$ cat config.mk
export PLATFORM = sky130hd
export DESIGN_NAME = read_node_arbiter_flat
export DESIGN_NICKNAME = d
export VERILOG_FILES = /design/src/rtl/read_node_arbiter_if.sv /design/src/rtl/read_node_arbiter.sv /design/src/flat_wrapper.sv
export SDC_FILE = /design/constraint.sdc
export NUM_CORES = 1
export LEC_CHECK = 0
export ABC_AREA = 0
export BUFFER_PORTS_ARGS = -buffer_cell sky130_fd_sc_hd__buf_2
export CORE_AREA = 4 4 169 171
export CTS_BUF_LIST = sky130_fd_sc_hd__clkbuf_8
export CTS_CLUSTER_DIAMETER = 60
export DETAILED_ROUTE_END_ITERATION = 8
export DIE_AREA = 0 0 173 175
export PLACE_DENSITY = 0.51
export SLEW_MARGIN = 20
export SYNTH_ARGS = -nofsm -noshare
export SYNTH_HDL_FRONTEND = slang
export SYNTH_SLANG_ARGS = --single-unit
$ cat constraint.sdc
create_clock -name CLK -period 10.4 [get_ports CLK]
set_input_delay 1.56 -clock CLK [delete_from_list [all_inputs] [get_ports CLK]]
set_output_delay 1.56 -clock CLK [all_outputs]
set_load 0.02 [all_outputs]
$ cat src/rtl/read_node_arbiter_if.sv
// Requester, read_node and status signals of the shared read_node arbiter.
// master = arbiter side, slave = requesters plus read_node.
interface read_node_arbiter_if #(
   parameter int W_D     = 32,
   parameter int NUM_REQ = 4,
   parameter int W_ID    = 2,
   parameter int W_TAG_A = 4
);
   logic [NUM_REQ*W_D-1:0] rq_addr;
   logic [NUM_REQ-1:0]     rq_valid;
   logic [NUM_REQ-1:0]     rq_ready;
   logic [W_D-1:0]         m_req_addr;
   logic                   m_req_valid;
   logic                   m_req_ready;
   logic                   m_data_valid;
   logic                   m_data_ready;
   logic [4*W_D-1:0]       m_data;
   logic [NUM_REQ-1:0]     rsp_valid;
   logic [NUM_REQ-1:0]     rsp_ready;
   logic [4*W_D-1:0]       rsp_data;
   logic [W_ID-1:0]        rsp_id;
   logic [W_TAG_A:0]       outstanding;
   logic                   err;

   modport master (
      input  rq_addr, rq_valid, m_req_ready,
      input  m_data_valid, m_data, rsp_ready,
      output rq_ready, m_req_addr, m_req_valid,
      output m_data_ready, rsp_valid, rsp_data,
      output rsp_id, outstanding, err
   );

   modport slave (
      output rq_addr, rq_valid, m_req_ready,
      output m_data_valid, m_data, rsp_ready,
      input  rq_ready, m_req_addr, m_req_valid,
      input  m_data_ready, rsp_valid, rsp_data,
      input  rsp_id, outstanding, err
   );
endinterface

$ cat src/rtl/read_node_arbiter.sv
// Round-robin share of one read_node port with an in-order tag FIFO.
// READ_NODE_ARB_PRIO_EN: requester 0 gets strict priority over the rest.
module read_node_arbiter #(
   parameter int W_D     = 32,
   parameter int NUM_REQ = 4,
   parameter int W_ID    = 2,
   parameter int W_TAG_A = 4
) (
   input logic CLK,
   input logic RST,
   read_node_arbiter_if.master bus
);
   localparam int DEPTH = 1 << W_TAG_A;
   localparam logic [W_ID-1:0] LAST = W_ID'(NUM_REQ - 1);

   logic [W_ID-1:0]    tag_mem [DEPTH];
   logic [W_TAG_A-1:0] wr_ptr;
   logic [W_TAG_A-1:0] rd_ptr;
   logic [W_TAG_A:0]   count;
   logic [W_ID-1:0]    rr_ptr;
   logic [W_ID-1:0]    head;
   logic               tag_full;
   logic               tag_empty;
   logic               can_load;
   logic [NUM_REQ-1:0] cand;
   logic [NUM_REQ-1:0] rot;
   logic               found;
   logic [W_ID:0]      sum;
   logic [W_ID-1:0]    sel;
   logic               grant;
   logic               rr_upd;
   logic               pop;
   logic [W_D-1:0]     sel_addr;
   logic               req_valid_q;
   logic [W_D-1:0]     req_addr_q;
   logic               err_q;

   assign tag_full  = count == (W_TAG_A+1)'(DEPTH);
   assign tag_empty = count == '0;
   assign can_load  = (!req_valid_q || bus.m_req_ready) && !tag_full;

`ifdef READ_NODE_ARB_PRIO_EN
   assign cand = bus.rq_valid & ~NUM_REQ'(1);
`else
   assign cand = bus.rq_valid;
`endif

   // rotate so bit 0 is the requester at rr_ptr
   assign rot = NUM_REQ'({cand, cand} >> rr_ptr);

   always_comb begin
      found = 1'b0;
      sum   = '0;
      for (int k = NUM_REQ - 1; k >= 0; k--) begin
         if (rot[k]) begin
            found = 1'b1;
            sum   = {1'b0, rr_ptr} + (W_ID+1)'(k);
         end
      end
      if (sum >= (W_ID+1)'(NUM_REQ))
         sum = sum - (W_ID+1)'(NUM_REQ);
      sel = sum[W_ID-1:0];
`ifdef READ_NODE_ARB_PRIO_EN
      if (bus.rq_valid[0]) begin
         found = 1'b1;
         sel   = '0;
      end
`endif
   end

   assign grant = found && can_load;
`ifdef READ_NODE_ARB_PRIO_EN
   assign rr_upd = grant && (sel != '0);
`else
   assign rr_upd = grant;
`endif

   assign sel_addr = W_D'(bus.rq_addr >> (int'(sel) * W_D));
   assign bus.rq_ready = grant ? (NUM_REQ'(1) << sel) : '0;

   assign head = tag_mem[rd_ptr];
   assign pop  = bus.m_data_valid && bus.m_data_ready;

   assign bus.rsp_id    = head;
   assign bus.rsp_data  = bus.m_data;
   assign bus.rsp_valid = (bus.m_data_valid && !tag_empty) ?
                          (NUM_REQ'(1) << head) : '0;
   assign bus.m_data_ready = !tag_empty &&
                             |(bus.rsp_ready & (NUM_REQ'(1) << head));

   assign bus.m_req_valid = req_valid_q;
   assign bus.m_req_addr  = req_addr_q;
   assign bus.outstanding = count;
   assign bus.err         = err_q;

   always_ff @(posedge CLK) begin
      if (RST) begin
         req_valid_q <= 1'b0;
         req_addr_q  <= '0;
         rr_ptr      <= '0;
         wr_ptr      <= '0;
         rd_ptr      <= '0;
         count       <= '0;
         err_q       <= 1'b0;
      end else begin
         if (grant) begin
            req_valid_q <= 1'b1;
            req_addr_q  <= sel_addr;
         end else if (bus.m_req_ready) begin
            req_valid_q <= 1'b0;
         end
         if (rr_upd)
            rr_ptr <= (sel == LAST) ? '0 : sel + 1'b1;
         if (grant)
            wr_ptr <= wr_ptr + 1'b1;
         if (pop)
            rd_ptr <= rd_ptr + 1'b1;
         if (grant && !pop)
            count <= count + 1'b1;
         else if (!grant && pop)
            count <= count - 1'b1;
         if (bus.m_data_valid && tag_empty)
            err_q <= 1'b1;
      end
   end

   always_ff @(posedge CLK) begin
      if (grant)
         tag_mem[wr_ptr] <= sel;
   end
endmodule

$ cat src/flat_wrapper.sv
// flat-port wrapper written by rule: the top's interface ports become plain ports
module read_node_arbiter_flat 
#(
   parameter int W_D     = 32,
   parameter int NUM_REQ = 4,
   parameter int W_ID    = 2,
   parameter int W_TAG_A = 4
)
  (CLK, RST, bus_rq_addr, bus_rq_valid, bus_m_req_ready, bus_m_data_valid, bus_m_data, bus_rsp_ready, bus_rq_ready, bus_m_req_addr, bus_m_req_valid, bus_m_data_ready, bus_rsp_valid, bus_rsp_data, bus_rsp_id, bus_outstanding, bus_err);
  read_node_arbiter_if #(.W_D(W_D), .NUM_REQ(NUM_REQ), .W_ID(W_ID), .W_TAG_A(W_TAG_A)) bus_i ();
  input logic CLK;
  input logic RST;
  input wire logic [$bits(bus_i.rq_addr)-1:0] bus_rq_addr;
  input wire logic [$bits(bus_i.rq_valid)-1:0] bus_rq_valid;
  input wire logic [$bits(bus_i.m_req_ready)-1:0] bus_m_req_ready;
  input wire logic [$bits(bus_i.m_data_valid)-1:0] bus_m_data_valid;
  input wire logic [$bits(bus_i.m_data)-1:0] bus_m_data;
  input wire logic [$bits(bus_i.rsp_ready)-1:0] bus_rsp_ready;
  output wire logic [$bits(bus_i.rq_ready)-1:0] bus_rq_ready;
  output wire logic [$bits(bus_i.m_req_addr)-1:0] bus_m_req_addr;
  output wire logic [$bits(bus_i.m_req_valid)-1:0] bus_m_req_valid;
  output wire logic [$bits(bus_i.m_data_ready)-1:0] bus_m_data_ready;
  output wire logic [$bits(bus_i.rsp_valid)-1:0] bus_rsp_valid;
  output wire logic [$bits(bus_i.rsp_data)-1:0] bus_rsp_data;
  output wire logic [$bits(bus_i.rsp_id)-1:0] bus_rsp_id;
  output wire logic [$bits(bus_i.outstanding)-1:0] bus_outstanding;
  output wire logic [$bits(bus_i.err)-1:0] bus_err;
  assign bus_i.rq_addr = bus_rq_addr;
  assign bus_i.rq_valid = bus_rq_valid;
  assign bus_i.m_req_ready = bus_m_req_ready;
  assign bus_i.m_data_valid = bus_m_data_valid;
  assign bus_i.m_data = bus_m_data;
  assign bus_i.rsp_ready = bus_rsp_ready;
  assign bus_rq_ready = bus_i.rq_ready;
  assign bus_m_req_addr = bus_i.m_req_addr;
  assign bus_m_req_valid = bus_i.m_req_valid;
  assign bus_m_data_ready = bus_i.m_data_ready;
  assign bus_rsp_valid = bus_i.rsp_valid;
  assign bus_rsp_data = bus_i.rsp_data;
  assign bus_rsp_id = bus_i.rsp_id;
  assign bus_outstanding = bus_i.outstanding;
  assign bus_err = bus_i.err;
  read_node_arbiter #(.W_D(W_D), .NUM_REQ(NUM_REQ), .W_ID(W_ID), .W_TAG_A(W_TAG_A)) u_core (.CLK(CLK), .RST(RST), .bus(bus_i));
endmodule
After elaboration in Yosys (flattened, before gate mapping)
Memory sizes are Yosys's and may differ from the RTL's. A register that Yosys moved wholly into a read port is not among the register bits.
Index checks and enable logic that the tools add are counted.
W data, S select, Z words.
{"block": "word_totals", "regBits": 49, "latch_bits": 0, "mem_bits_rw": 32, "mem_bits_ro": 0, "in_bits": 268, "out_inout_bits": 178, "memories": 1}
{"name": "u_core.tag_mem", "depth": 16, "width": 2, "read_ports": 1, "rd_ports_with_merged_regs": 1, "wr": 1, "line": "read_node_arbiter.sv:16", "rtl": "logic [W_ID-1:0] tag_mem [DEPTH];"}
{"block": "op_classes", "n_addsub": 9, "n_mul": 0, "div": 0, "n_lt_le_gt_ge": 1, "n_eq_ne": 2, "shifts": 4, "mux": 20, "bitwise": 1, "reduce_logical": 18}
{"cell": "$shr A128 B7 Y32", "count": 1}
{"cell": "$mux W4", "count": 4}
{"cell": "$mux W3", "count": 4}
{"cell": "$mux W5", "count": 2}
{"cell": "$add A4 B1 Y4 const B", "count": 2}
{"cell": "$logic_and A1 B1 Y1", "count": 8}
{"cell": "$mux W1", "count": 8}
{"cell": "$shl A1 B2 Y4 const A", "count": 2}
{"cell": "$shr A8 B2 Y4", "count": 1}
{"cell": "$add A2 B2 Y3 const B", "count": 2}
{"cell": "$add A5 B1 Y5 const B", "count": 1}
{"cell": "$eq A5 B5 Y1 const B", "count": 1}
{"cell": "$logic_not A1 Y1", "count": 5}
{"cell": "$logic_not A5 Y1", "count": 1}
{"cell": "$sub A5 B1 Y5 const B", "count": 1}
{"cell": "$and A4 B4 Y4", "count": 1}
{"cell": "$mux W2", "count": 2}
{"cell": "$reduce_bool A2 Y1", "count": 2}
{"cell": "$reduce_or A4 Y1", "count": 1}
{"cell": "$add A2 B1 Y3 const B", "count": 1}
{"cell": "$ge A3 B3 Y1 const B", "count": 1}
{"cell": "$add A2 B1 Y2 const B", "count": 1}
{"cell": "$eq A2 B2 Y1 const B", "count": 1}
{"cell": "$sub A2 B1 Y2 const B", "count": 1}
{"cell": "$logic_or A1 B1 Y1", "count": 1}

Depth between registers and ports, before layout
Gate-level depths: netlist of run 1.
{"block": "depth", "word_depth": 10, "depth_mapped": 16, "depth_no_buf": 15}

Least setup slack after synthesis of run 1
Ideal clock, no wire load.
{"block": "synth_path", "kind": "input to output", "startpoint": "input bus_rq_valid[1]", "endpoint": "output bus_rq_ready[3]", "arrival_time_ns": 3.277, "setup_slack_ns": 5.563, "path_stages": 7, "path_cell_list": "a21boi_0 o221ai_1 inv_2 clkbuf_1 buf_1 ha_1 and2_1"}
{"block": "synth_via", "elab_chain_cells": 9, "elab_cells_between_ends": 15, "classes_between": "add/sub: 1; order compare: 1; shift: 2; mux: 10; reduce/logical: 1"}
{"element": "from (decl)", "line": "flat_wrapper.sv:14", "rtl": "input wire logic [$bits(bus_i.rq_valid)-1:0] bus_rq_valid;"}
{"element": "$shr A8 B2 Y4 *", "line": "read_node_arbiter.sv:49", "rtl": "assign rot = NUM_REQ'({cand, cand} >> rr_ptr);"}
{"element": "$mux W3 (3 in a row)", "line": "read_node_arbiter.sv:55", "rtl": "if (rot[k]) begin"}
{"element": "$mux W3 *", "line": "read_node_arbiter.sv:55"}
{"element": "$ge A3 B3 Y1 / $sub A2 B1 Y2 (equally long branches)", "line": "read_node_arbiter.sv:60, read_node_arbiter.sv:61"}
{"element": "$mux W2 *", "line": "read_node_arbiter.sv:60", "rtl": "if (sum >= (W_ID+1)'(NUM_REQ))"}
{"element": "via u_core.sum[0]", "line": "read_node_arbiter.sv:28", "rtl": "logic [W_ID:0] sum;"}
{"element": "$shl A1 B2 Y4 *", "line": "read_node_arbiter.sv:79", "rtl": "assign bus.rq_ready = grant ? (NUM_REQ'(1) << sel) : '0;"}
{"element": "$mux W4 *", "line": "read_node_arbiter.sv:79"}
{"element": "to (decl)", "line": "flat_wrapper.sv:19", "rtl": "output wire logic [$bits(bus_i.rq_ready)-1:0] bus_rq_ready;"}
The timed path passes the listed nets; every way through them passes the cells marked *.

Worst setup path after layout of run 1
{"block": "layout_path", "startpoint": "input bus_rq_valid[2]", "endpoint": "output bus_rq_ready[3]"}
{"block": "layout_via", "elab_chain_cells": 9, "elab_cells_between_ends": 15, "classes_between": "add/sub: 1; order compare: 1; shift: 2; mux: 10; reduce/logical: 1"}
{"element": "$shr A8 B2 Y4 *", "line": "read_node_arbiter.sv:49"}
{"element": "$mux W3 (4 in a row)", "line": "read_node_arbiter.sv:55"}
{"element": "$ge A3 B3 Y1 / $sub A2 B1 Y2 (equally long branches)", "line": "read_node_arbiter.sv:60, read_node_arbiter.sv:61"}
{"element": "$mux W2", "line": "read_node_arbiter.sv:60"}
{"element": "$shl A1 B2 Y4", "line": "read_node_arbiter.sv:79"}
{"element": "$mux W4 *", "line": "read_node_arbiter.sv:79"}
Every way passes the cells marked *; elsewhere a longest branch is shown, timed or not.

==> results of run 1 <==
## logic make-up after synthesis
logic type | synth area share
buffers and inverters | 0.212
AOI/OAI and AO/OA | 0.0545
adders and majority gates | 0.0333
xor gates and xnor gates | 0.00958
and+or+nand+nor | 0.262
DFF | 0.369
muxes | 0.0600
## layout by cell type, fill, tap and decap left out, types with 5 or more instances in the layout
master / count
a21oi_1: 44
buf_2: 189
buf_4: 6
clkbuf_8: 9
dfxtp_1: 53
edfxtp_1: 32
ha_1: 13
inv_1: 7
mux2i_1: 6
mux4_2: 5
nand2_1: 169
nand3_1: 96
nor2_1: 33
nor2b_1: 5
nor3_1: 6
## flip-flops by register name, summed over array words and instances, names as in the netlist, named ones only
register,flops
u_core.bus.m_req_valid,1
u_core.bus.outstanding,5
u_core.tag_mem,32
u_core.bus.m_req_addr,32
u_core.wr_ptr,4
u_core.rd_ptr,4
u_core.bus.err,1
u_core.rr_ptr,2
## power groups by stage
stage,sequential [W],clock [W],combinational [W]
after global routing,0.000476,0.000276,0.000716
after floorplan,0.000512,0,0.000467
after global placement,0.000475,0,0.000646
after CTS,0.000468,0.000265,0.000655
final,0.000466,0.000246,0.000640
after detailed placement,0.000475,0,0.000654
## metrics by stage
stage               cell area, um2  hold WS (ns)
detailed placement            5800         0.444
floorplan                     5480         0.459
global route                  6000         0.481
finish                        6000         0.455
CTS                           6000         0.460
global placement              5800         0.439
## routing by layer
| layer | GRT usage | share of wire | wire length (um) |
|---|---|---|---|
| met1 | 0.139 | 0.39 | 7750 |
| met2 | 0.207 | 0.48 | 9540 |
| met3 | 0.0601 | 0.11 | 2110 |
| met4 | 0.0396 | 0.023 | 463 |
| met5 | 0.0176 | 0.0021 | 42 |
## layout make-up
cell class	instances	area [um2]
fillers	3007	20900
multi-input cells	422	2320
clock buffers	9	124
repair buffers	195	991
flip-flops and latches	85	2020
inverters	11	41.3
clock inverters	7	73.8
diodes	2	5.00
well taps	341	427
## worst max-delay path: stages
cell and delay, ns:
buf_2 0.12, nor4_1 0.36, a211o_2 0.72, inv_2 0.62, and2_1 0.37, buf_2 0.16
## worst paths after layout
kind	start	end	slack (ns)	depth (start not counted)
worst min register to register	u_core.bus.m_req_addr[31]	u_core.bus.m_req_addr[31]	0.46	2
worst min-delay path	u_core.bus.m_req_addr[31]	u_core.bus.m_req_addr[31]	0.46	2
worst max register to register	register	u_core.bus.outstanding[4]	6.18	15
worst max-delay path	bus_rq_valid[2]	bus_rq_ready[3]	4.90	6
==> key figures, run 1 <==
Run status
  • Outcome: complete, no violations

Pwr
  • Part of the power in registers: 0.345
  • Int Power: 0.000746 W
  • Max VDD drop: roughly 75 uV
  • Pwr dens: roughly 230 nW/um2
  • Static Leak: ~2.7 nW
  • Power consumption: around 0.0014 W
  • Sw Ratio: 0.449
  • Combinational fraction of design power: 0.473
  • Sw Pwr: approximately 0.0006 W
  • Power share of the clock group: 0.182

Clocking
  • Total CTS buffers: 9
  • Root buf cell: clkbuf_8
  • Worst-Skew Late Latency: roughly 0.38 ns
  • Post_cts resized: 0
  • CTS tree: done
  • Buffer depth of the longest clock path: 2
  • Clk slew on worst S/H paths: 0.10 ns
  • # hold bufs at CTS: 0
  • Post-CTS Setup Bufs: 0
  • CTS Sinks: 85
  • Htree depth: 3

Setup path
  • Req. time, crit path: around 8.8 ns
  • Setup crit start kind: input pin
  • Max FO, Critical Path: 47
  • Kind of critical path: in2out
  • Endpoint class of the critical path: output port
  • Arr. time, crit path: 3.94 ns

Routing
  • Routed Antenna Nets: 0
  • DRC: 0
  • Via count: around 4600
  • Pre-antenna DRT Iters: 4
  • Drt via density: between 4 and 5
  • WL final: around 20000 um
  • Wirelength per Cell: around 19 um
  • DR iter-0 viols: 146

GRT
  • GRT overflow: 0
  • Initial antenna violation count: 2
  • First-pass GRT wire length: 28400 um
  • Vias in the first global route: between 4000 and 5000
  • Gr usage total: 0.124
  • Largest net degree at the start of global routing: just over 80

Place
  • Final GP Congestion: ~0.8
  • HPWL after DPL: approximately 15000 um
  • Setup Slack @ Placement: 4.79 ns
  • Cell Count Post-Placement: approximately 1100
  • Port bufs: around 190

Hold path
  • HP Class: reg2reg

Synthesis
  • Post-synth top flop: dfxtp_1
  • Synthesized Nets: roughly 970
  • Synth Register Bits: 85
  • Post-synth top area share: 0.194
  • Post-Syn Area: 5480 um2
  • Post-Syn Instances: ~690
  • Register area share after synthesis: 0.369
  • Most frequent cells after synthesis: 169 x nand2_1, 129 x buf_4, 96 x nand3_1
  • Top post-synthesis cells by area: dfxtp_1 19%, buf_4 18%, edfxtp_1 18%
  • Synth Warn #: 0
  • Unique masters post-synth: around 40
  • Syn avg cell area: between 7 and 8 um2
  • Async set-reset flop share out of synthesis: 0
  • Count leader, synth: nand2_1
  • Number of flops mapped to enable cells by yosys: 32
  • Dominant cell type by area after synthesis: dfxtp_1

Layout
  • Nets@finish: between 1000 and 1500
  • Share of cells above drive strength 1: 0.310
  • Area Overhead vs Synth: 9.45%
  • Layout Cells excl Fill: 1072
  • Final core utilization: 0.223

Timing
  • Final setup margin: approximately 4.9 ns
  • Setup TNS Final: 0 ns
  • Unrepaired setup endpoints after global routing: false
  • Setup-failing EPs final: 0
  • Post-layout min period: about 5.5 ns
  • Fmax: about 180 MHz
  • Clock skew: around 0.014 ns
  • Final max-slew violation count: 0
  • Slew HR: 0.371
  • Final Cycle Share: 0.529
  • Hold Violations, Final: 0
  • Slew @ Worst Pin: approximately 0.94 ns

Flow run
  • Max Cap Viol: 0

Die
  • Die extent in y: 175 um
  • Core Area: roughly 27000 um2
  • Initial Util: 0.204
  • Die footprint: 30300 um2
  • FP Rows: 60
  • Ports: approximately 450
  • Die X: about 170 um
(Power assumes the default switching activity.)
==> inputs of run 2 (changes only) <==
--- a/config.mk
+++ b/config.mk
@@ -7,11 +7,11 @@
 export LEC_CHECK = 0
 export ABC_AREA = 0
 export BUFFER_PORTS_ARGS = -buffer_cell sky130_fd_sc_hd__buf_2
-export CORE_AREA = 4 4 169 171
+export CORE_AREA = 4 4 170 172
 export CTS_BUF_LIST = sky130_fd_sc_hd__clkbuf_8
 export CTS_CLUSTER_DIAMETER = 60
 export DETAILED_ROUTE_END_ITERATION = 8
-export DIE_AREA = 0 0 173 175
+export DIE_AREA = 0 0 174 176
 export PLACE_DENSITY = 0.51
 export SLEW_MARGIN = 20
 export SYNTH_ARGS = -nofsm -noshare
==> constraint.sdc (replaced) <==
create_clock -name CLK -period 5.2 [get_ports CLK]
set_input_delay 0.78 -clock CLK [delete_from_list [all_inputs] [get_ports CLK]]
set_output_delay 0.78 -clock CLK [all_outputs]
set_load 0.02 [all_outputs]
==> key figures, run 2 (synthesis results as in run 1) <==
Run status
  • Outcome: complete, no violations

GRT
  • GRT overflow: 0 (unchanged)
  • Largest net degree at the start of global routing: 67 (-17%)
  • Vias in the first global route: 4504 (+2.6%)
  • Initial antenna violation count: 0 (-2)
  • First-pass GRT wire length: 27500 um (-3.3%)
  • Gr usage total: 0.118 (-0.00629)

Layout
  • Nets@finish: 1006 (unchanged)
  • Area Overhead vs Synth: 9.22%
  • N_diodes: 0 (-2)
  • Most frequent cells in the layout: 188 x buf_2, 169 x nand2_1, 96 x nand3_1
  • FF+latch area: 2020 um2 (unchanged)
  • Share of cells above drive strength 1: 0.307 (-0.00274)
  • Commonest non-fill, non-tap cell in the layout: buf_2
  • Final core utilization: 0.218 (-0.00534)
  • Multi-input logic area: 2320 um2 (about the same)
  • # fillers: 3116 (+3.6%)

Timing
  • Setup-failing EPs final: 0 (unchanged)
  • Hold Violations, Final: 0 (unchanged)
  • Slew @ Worst Pin: 0.796 ns (-0.146 ns)
  • Final max-slew violation count: 0 (unchanged)
  • Setup TNS Final: 0 ns (unchanged)
  • Slew HR: 0.469 (+0.0982)
  • Post-layout min period: between 4 and 5 ns
  • Unrepaired setup endpoints after global routing: false
  • Fmax: between 200 and 250 MHz
  • Final Cycle Share: 0.799
  • Clock skew: 0.0130 ns (-0.000769 ns)

Clocking
  • Buffer depth of the longest clock path: 2 (unchanged)
  • Root buf cell: clkbuf_8
  • # hold bufs at CTS: 0 (unchanged)
  • Total CTS buffers: 9 (unchanged)
  • Worst-Skew Late Latency: 0.37 ns (about the same)
  • CTS tree: done
  • Htree depth: 3 (unchanged)
  • Clk slew on worst S/H paths: 0.10 ns (about the same)
  • Post_cts resized: 0 (unchanged)
  • Post-CTS Setup Bufs: 0 (unchanged)
  • CTS Sinks: 85 (unchanged)

Routing
  • Pre-antenna DRT Iters: 4 (unchanged)
  • Via count: 4562 (-1.4%)
  • DR iter-0 viols: 215 (+47%)
  • Wirelength per Cell: 17.6 um (-5.1%)
  • WL final: 18900 um (-4.8%)
  • Routed Antenna Nets: 0 (unchanged)
  • Drt via density: 4.24 (-1.7%)
  • DRC: 0 (unchanged)

Die
  • Core Area: 27500 um2 (+2.2%)
  • Initial Util: 0.200 (-0.00446)
  • Die extent in y: 176 um (+0.57%)
  • FP Rows: 61 (+1.7%)
  • Ports: 446 (unchanged)
  • Die footprint: 30600 um2 (+1.2%)
  • Die X: 174 um (+0.58%)

Place
  • Final GP Congestion: 0.790 (-1.7%)
  • Port bufs: 189 (unchanged)
  • HPWL after DPL: 14600 um (-3.8%)

Setup path
  • CP max stage delay: 0.60 ns (-0.12 ns)
  • Setup crit start kind: register
  • Kind of critical path: reg2reg
  • Cell Chain, Critical Path: mux4_2 -> mux4_2 -> mux2i_1 -> mux2_4 -> nor2b_4 -> inv_2 -> ha_1 -> inv_1 -> ha_1 -> nor2b_1 -> o21a_1 -> or3_1 -> a21oi_1 -> xnor2_1 -> nor2_1
  • Req. time, crit path: 5.45 ns (-3.39 ns)
  • Slowest cell on crit path: dfxtp_1
  • Arr. time, crit path: 4.40 ns (+0.46 ns)
  • Endpoint class of the critical path: register
  • Max FO, Critical Path: 8 (-83%)

Flow run
  • Max Cap Viol: 0 (unchanged)

Pwr
  • Pwr dens: 448 nW/um2 (+99%)
  • Static Leak: 2.67 nW (about the same)
  • Power consumption: 0.00268 W (+98%)
  • Max VDD drop: 145 uV (+94%)

Hold path
  • HP Class: reg2reg
## run 2: path summary, 6_finish.rpt
path	from	endpoint	slack, ns	cells after the start
min	u_core.bus.m_req_addr[31]	u_core.bus.m_req_addr[31]	0.46	2
max reg2reg	register	u_core.bus.outstanding[4]	1.05	15
min reg2reg	u_core.bus.m_req_addr[31]	u_core.bus.m_req_addr[31]	0.46	2
max	register	u_core.bus.outstanding[4]	1.05	15
## run 2: cell type report
type,count,area share
clock buffers,9,0.0207
clock inverters,7,0.00982
inverters,11,0.00690
multi-input cells,422,0.387
flip-flops and latches,85,0.338
well taps,346,0.0723
repair buffers,195,0.166
## run 2: metal layers
layer  part of all wire  GRT usage  up-vias
li1                   -          -     2225
met1               0.38      0.127     2014
met2               0.46      0.194      289
met3               0.12     0.0668       30
met4              0.030     0.0409        4
met5             0.0043     0.0208        -
## run 2: power breakdown
group	internal (W)	switching, W
Clock	0.000183	0.000286
Combinational	0.000461	0.000822
Sequential	0.000838	0.0000922
Total	0.00148	0.00120
## run 2: critical path: cells and delay by family (launching register included)
family | cells | cell delay, ns
compound gates | 2 | 0.35
xor+xnor | 1 | 0.13
fa+ha+maj | 2 | 0.49
buf+inv | 2 | 0.16
flops | 1 | 0.60
mux | 4 | 1.62
simple gates | 4 | 0.69
## run 2: per-stage QoR
step | instances | area [um2] | setup slack (ns) | hold WS [ns]
after floorplan | 686 | 5480 | 1.40 | 0.459
after global placement | 1059 | 5800 | 1.03 | 0.439
after detailed placement | 1059 | 5800 | 0.994 | 0.444
after CTS | 1075 | 5990 | 0.969 | 0.459
after global routing | 1075 | 5990 | 0.757 | 0.479
final | 1075 | 5990 | 1.05 | 0.455
==> inputs of run 3 (changes only) <==
==> constraint.sdc (replaced) <==
create_clock -name CLK -period 4.25 [get_ports CLK]
set_input_delay 0.6375 -clock CLK [delete_from_list [all_inputs] [get_ports CLK]]
set_output_delay 0.6375 -clock CLK [all_outputs]
set_load 0.02 [all_outputs]
==> key figures, run 3 (synthesis results as in run 1) <==
Run status
  • Outcome: complete, no violations

Hold path
  • HP Class: reg2reg
  • WHS Path Cells: 2 (unchanged)

Setup path
  • R2r worst-path depth: 15 (unchanged)
  • Req. time, crit path: 4.50 ns (-0.95 ns)
  • Arr. time, crit path: 4.27 ns (-0.13 ns)
  • Endpoint class of the critical path: register
  • Slowest cell on crit path: mux4_2
  • CP max stage delay: 0.57 ns (-0.03 ns)
  • Cell Chain, Critical Path: mux4_2 -> mux4_2 -> mux2i_1 -> mux2_4 -> nor2b_4 -> inv_2 -> ha_1 -> inv_1 -> ha_1 -> nor2b_1 -> o21a_1 -> or3_1 -> a21oi_1 -> xnor2_1 -> nor2_1
  • Max FO, Critical Path: 7 (-1)
  • Kind of critical path: reg2reg
  • Setup crit start kind: register

Routing
  • Drt via density: 4.30 (+1.4%)
  • Highest Signal Layer: met5
  • Wirelength per Cell: 17.6 um (+0.17%)
  • WL final: 19000 um (+0.45%)
  • DR iter-0 viols: 276 (+28%)
  • Met2 wire len: 9100 um (+3.8%)
  • Pre-antenna DRT Iters: 4 (unchanged)
  • Routed Antenna Nets: 0 (unchanged)
  • M1 WL: 6800 um (-5.9%)
  • Via count: 4637 (+1.6%)
  • Met3 wire len: 2480 um (+8.2%)
  • DRC: 0 (unchanged)

Die
  • Die extent in y: 176 um (unchanged)
  • FP Rows: 61 (unchanged)
  • Core Area: 27500 um2 (unchanged)
  • Die footprint: 30600 um2 (unchanged)
  • Ports: 446 (unchanged)
  • Die X: 174 um (unchanged)
  • Initial Util: 0.200 (unchanged)

Place
  • Post-placement cell area: 5830 um2 (+0.39%)
  • Final GP Congestion: 0.796 (+0.72%)
  • Cell Count Post-Placement: 1062 (+0.28%)
  • Setup Slack @ Placement: 0.0794 ns (-0.915 ns)
  • HPWL after DPL: 15200 um (+3.7%)
  • Port bufs: 189 (unchanged)

Clocking
  • CTS Sinks: 85 (unchanged)
  • Buffer depth of the longest clock path: 2 (unchanged)
  • CTS tree: done
  • Total CTS buffers: 9 (unchanged)
  • Post-CTS Setup Bufs: 0 (unchanged)
  • Root buf cell: clkbuf_8
  • Htree depth: 3 (unchanged)
  • Worst-Skew Late Latency: 0.38 ns (about the same)
  • Clk slew on worst S/H paths: 0.10 ns (about the same)

Layout
  • Final core utilization: 0.219 (+0.000637)
  • Commonest non-fill, non-tap cell in the layout: buf_2
  • Share of cells above drive strength 1: 0.311 (+0.00421)
  • Layout Cells excl Fill: 1078 (+0.28%)
  • Most frequent cells in the layout: 189 x buf_2, 169 x nand2_1, 96 x nand3_1
  • Area Overhead vs Synth: 9.54%
  • Nets@finish: 1009 (+0.30%)
  • N_diodes: 0 (unchanged)
  • Finished layout cell area: 6010 um2 (+0.29%)

Pwr
  • Max VDD drop: 129 uV (-11%)
  • Static Leak: 2.68 nW (+0.49%)
  • Pwr dens: 546 nW/um2 (+22%)

Timing
  • Post-layout min period: 4.02 ns (-0.136 ns)
  • Final Cycle Share: 0.945 (+0.147)
  • Unrepaired setup endpoints after global routing: false
  • Slew HR: 0.583 (+0.113)
  • Slew @ Worst Pin: 0.626 ns (-0.170 ns)
  • Final max-slew violation count: 0 (unchanged)
  • Setup-failing EPs final: 0 (unchanged)
  • Setup TNS Final: 0 ns (unchanged)
  • Fmax: 249 MHz (+3.4%)
  • Hold Violations, Final: 0 (unchanged)
  • Clock skew: 0.0203 ns (+0.00735 ns)
  • Final setup margin: 0.232 ns (-0.814 ns)

GRT
  • Gr usage total: 0.118 (+0.000211)
  • GRT overflow: 0 (unchanged)
  • Largest net degree at the start of global routing: 57 (-15%)
  • First-pass GRT wire length: 27400 um (about the same)
  • Initial antenna violation count: 1 (+1)
  • Vias in the first global route: 4511 (+0.16%)

Flow run
  • Max Cap Viol: 0 (unchanged)
[run 3: layer usage]
layer  global-route usage  vias up
met5               0.0208        -
met1                0.122     2065
li1                     -     2228
met2                0.197      304
met4               0.0459        6
met3               0.0685       34
[run 3: critical path: cells and delay by family (launching register included)]
kind | cells | cell delay [ns]
buf+inv | 2 | 0.15
fa+ha+maj | 2 | 0.49
compound gates | 2 | 0.37
simple gates | 4 | 0.70
xor+xnor | 1 | 0.14
mux | 4 | 1.59
flops | 1 | 0.46
[run 3: path summary, 6_finish.rpt]
path / start / to / slack [ns]
hold / removal: u_core.bus.m_req_addr[19] / u_core.bus.m_req_addr[19] / 0.46
setup reg to reg: register / u_core.bus.outstanding[4] / 0.23
setup / recovery: register / u_core.bus.outstanding[4] / 0.23
hold reg to reg: u_core.bus.m_req_addr[19] / u_core.bus.m_req_addr[19] / 0.46
[run 3: timing repair]
action,CTS,global route
setup endpoints to repair,0,1
hold buffers,0,0
gates resized for setup,0,1
[run 3: layout make-up]
| class | instances | area (um2) |
|---|---|---|
| flip-flops and latches | 85 | 2020 |
| fillers | 3146 | 21500 |
| clock inverters | 7 | 55.1 |
| inverters | 11 | 41.3 |
| multi-input cells | 422 | 2320 |
| well taps | 346 | 433 |
| clock buffers | 9 | 124 |
| repair buffers | 198 | 1010 |
[run 3: through the flow]
step                      hold WS, ns  power, W
after floorplan                 0.459   0.00239
after global placement          0.440   0.00275
after detailed placement        0.445   0.00277
after CTS                       0.458   0.00336
after global routing            0.481   0.00357
final                           0.457   0.00328
[run 3: power by group]
group	switching, W	internal, W	total [W]
registers	0.000116	0.00103	0.00114
logic	0.00101	0.000569	0.00157
clock network	0.000344	0.000221	0.000565
total	0.00146	0.00182	0.00328
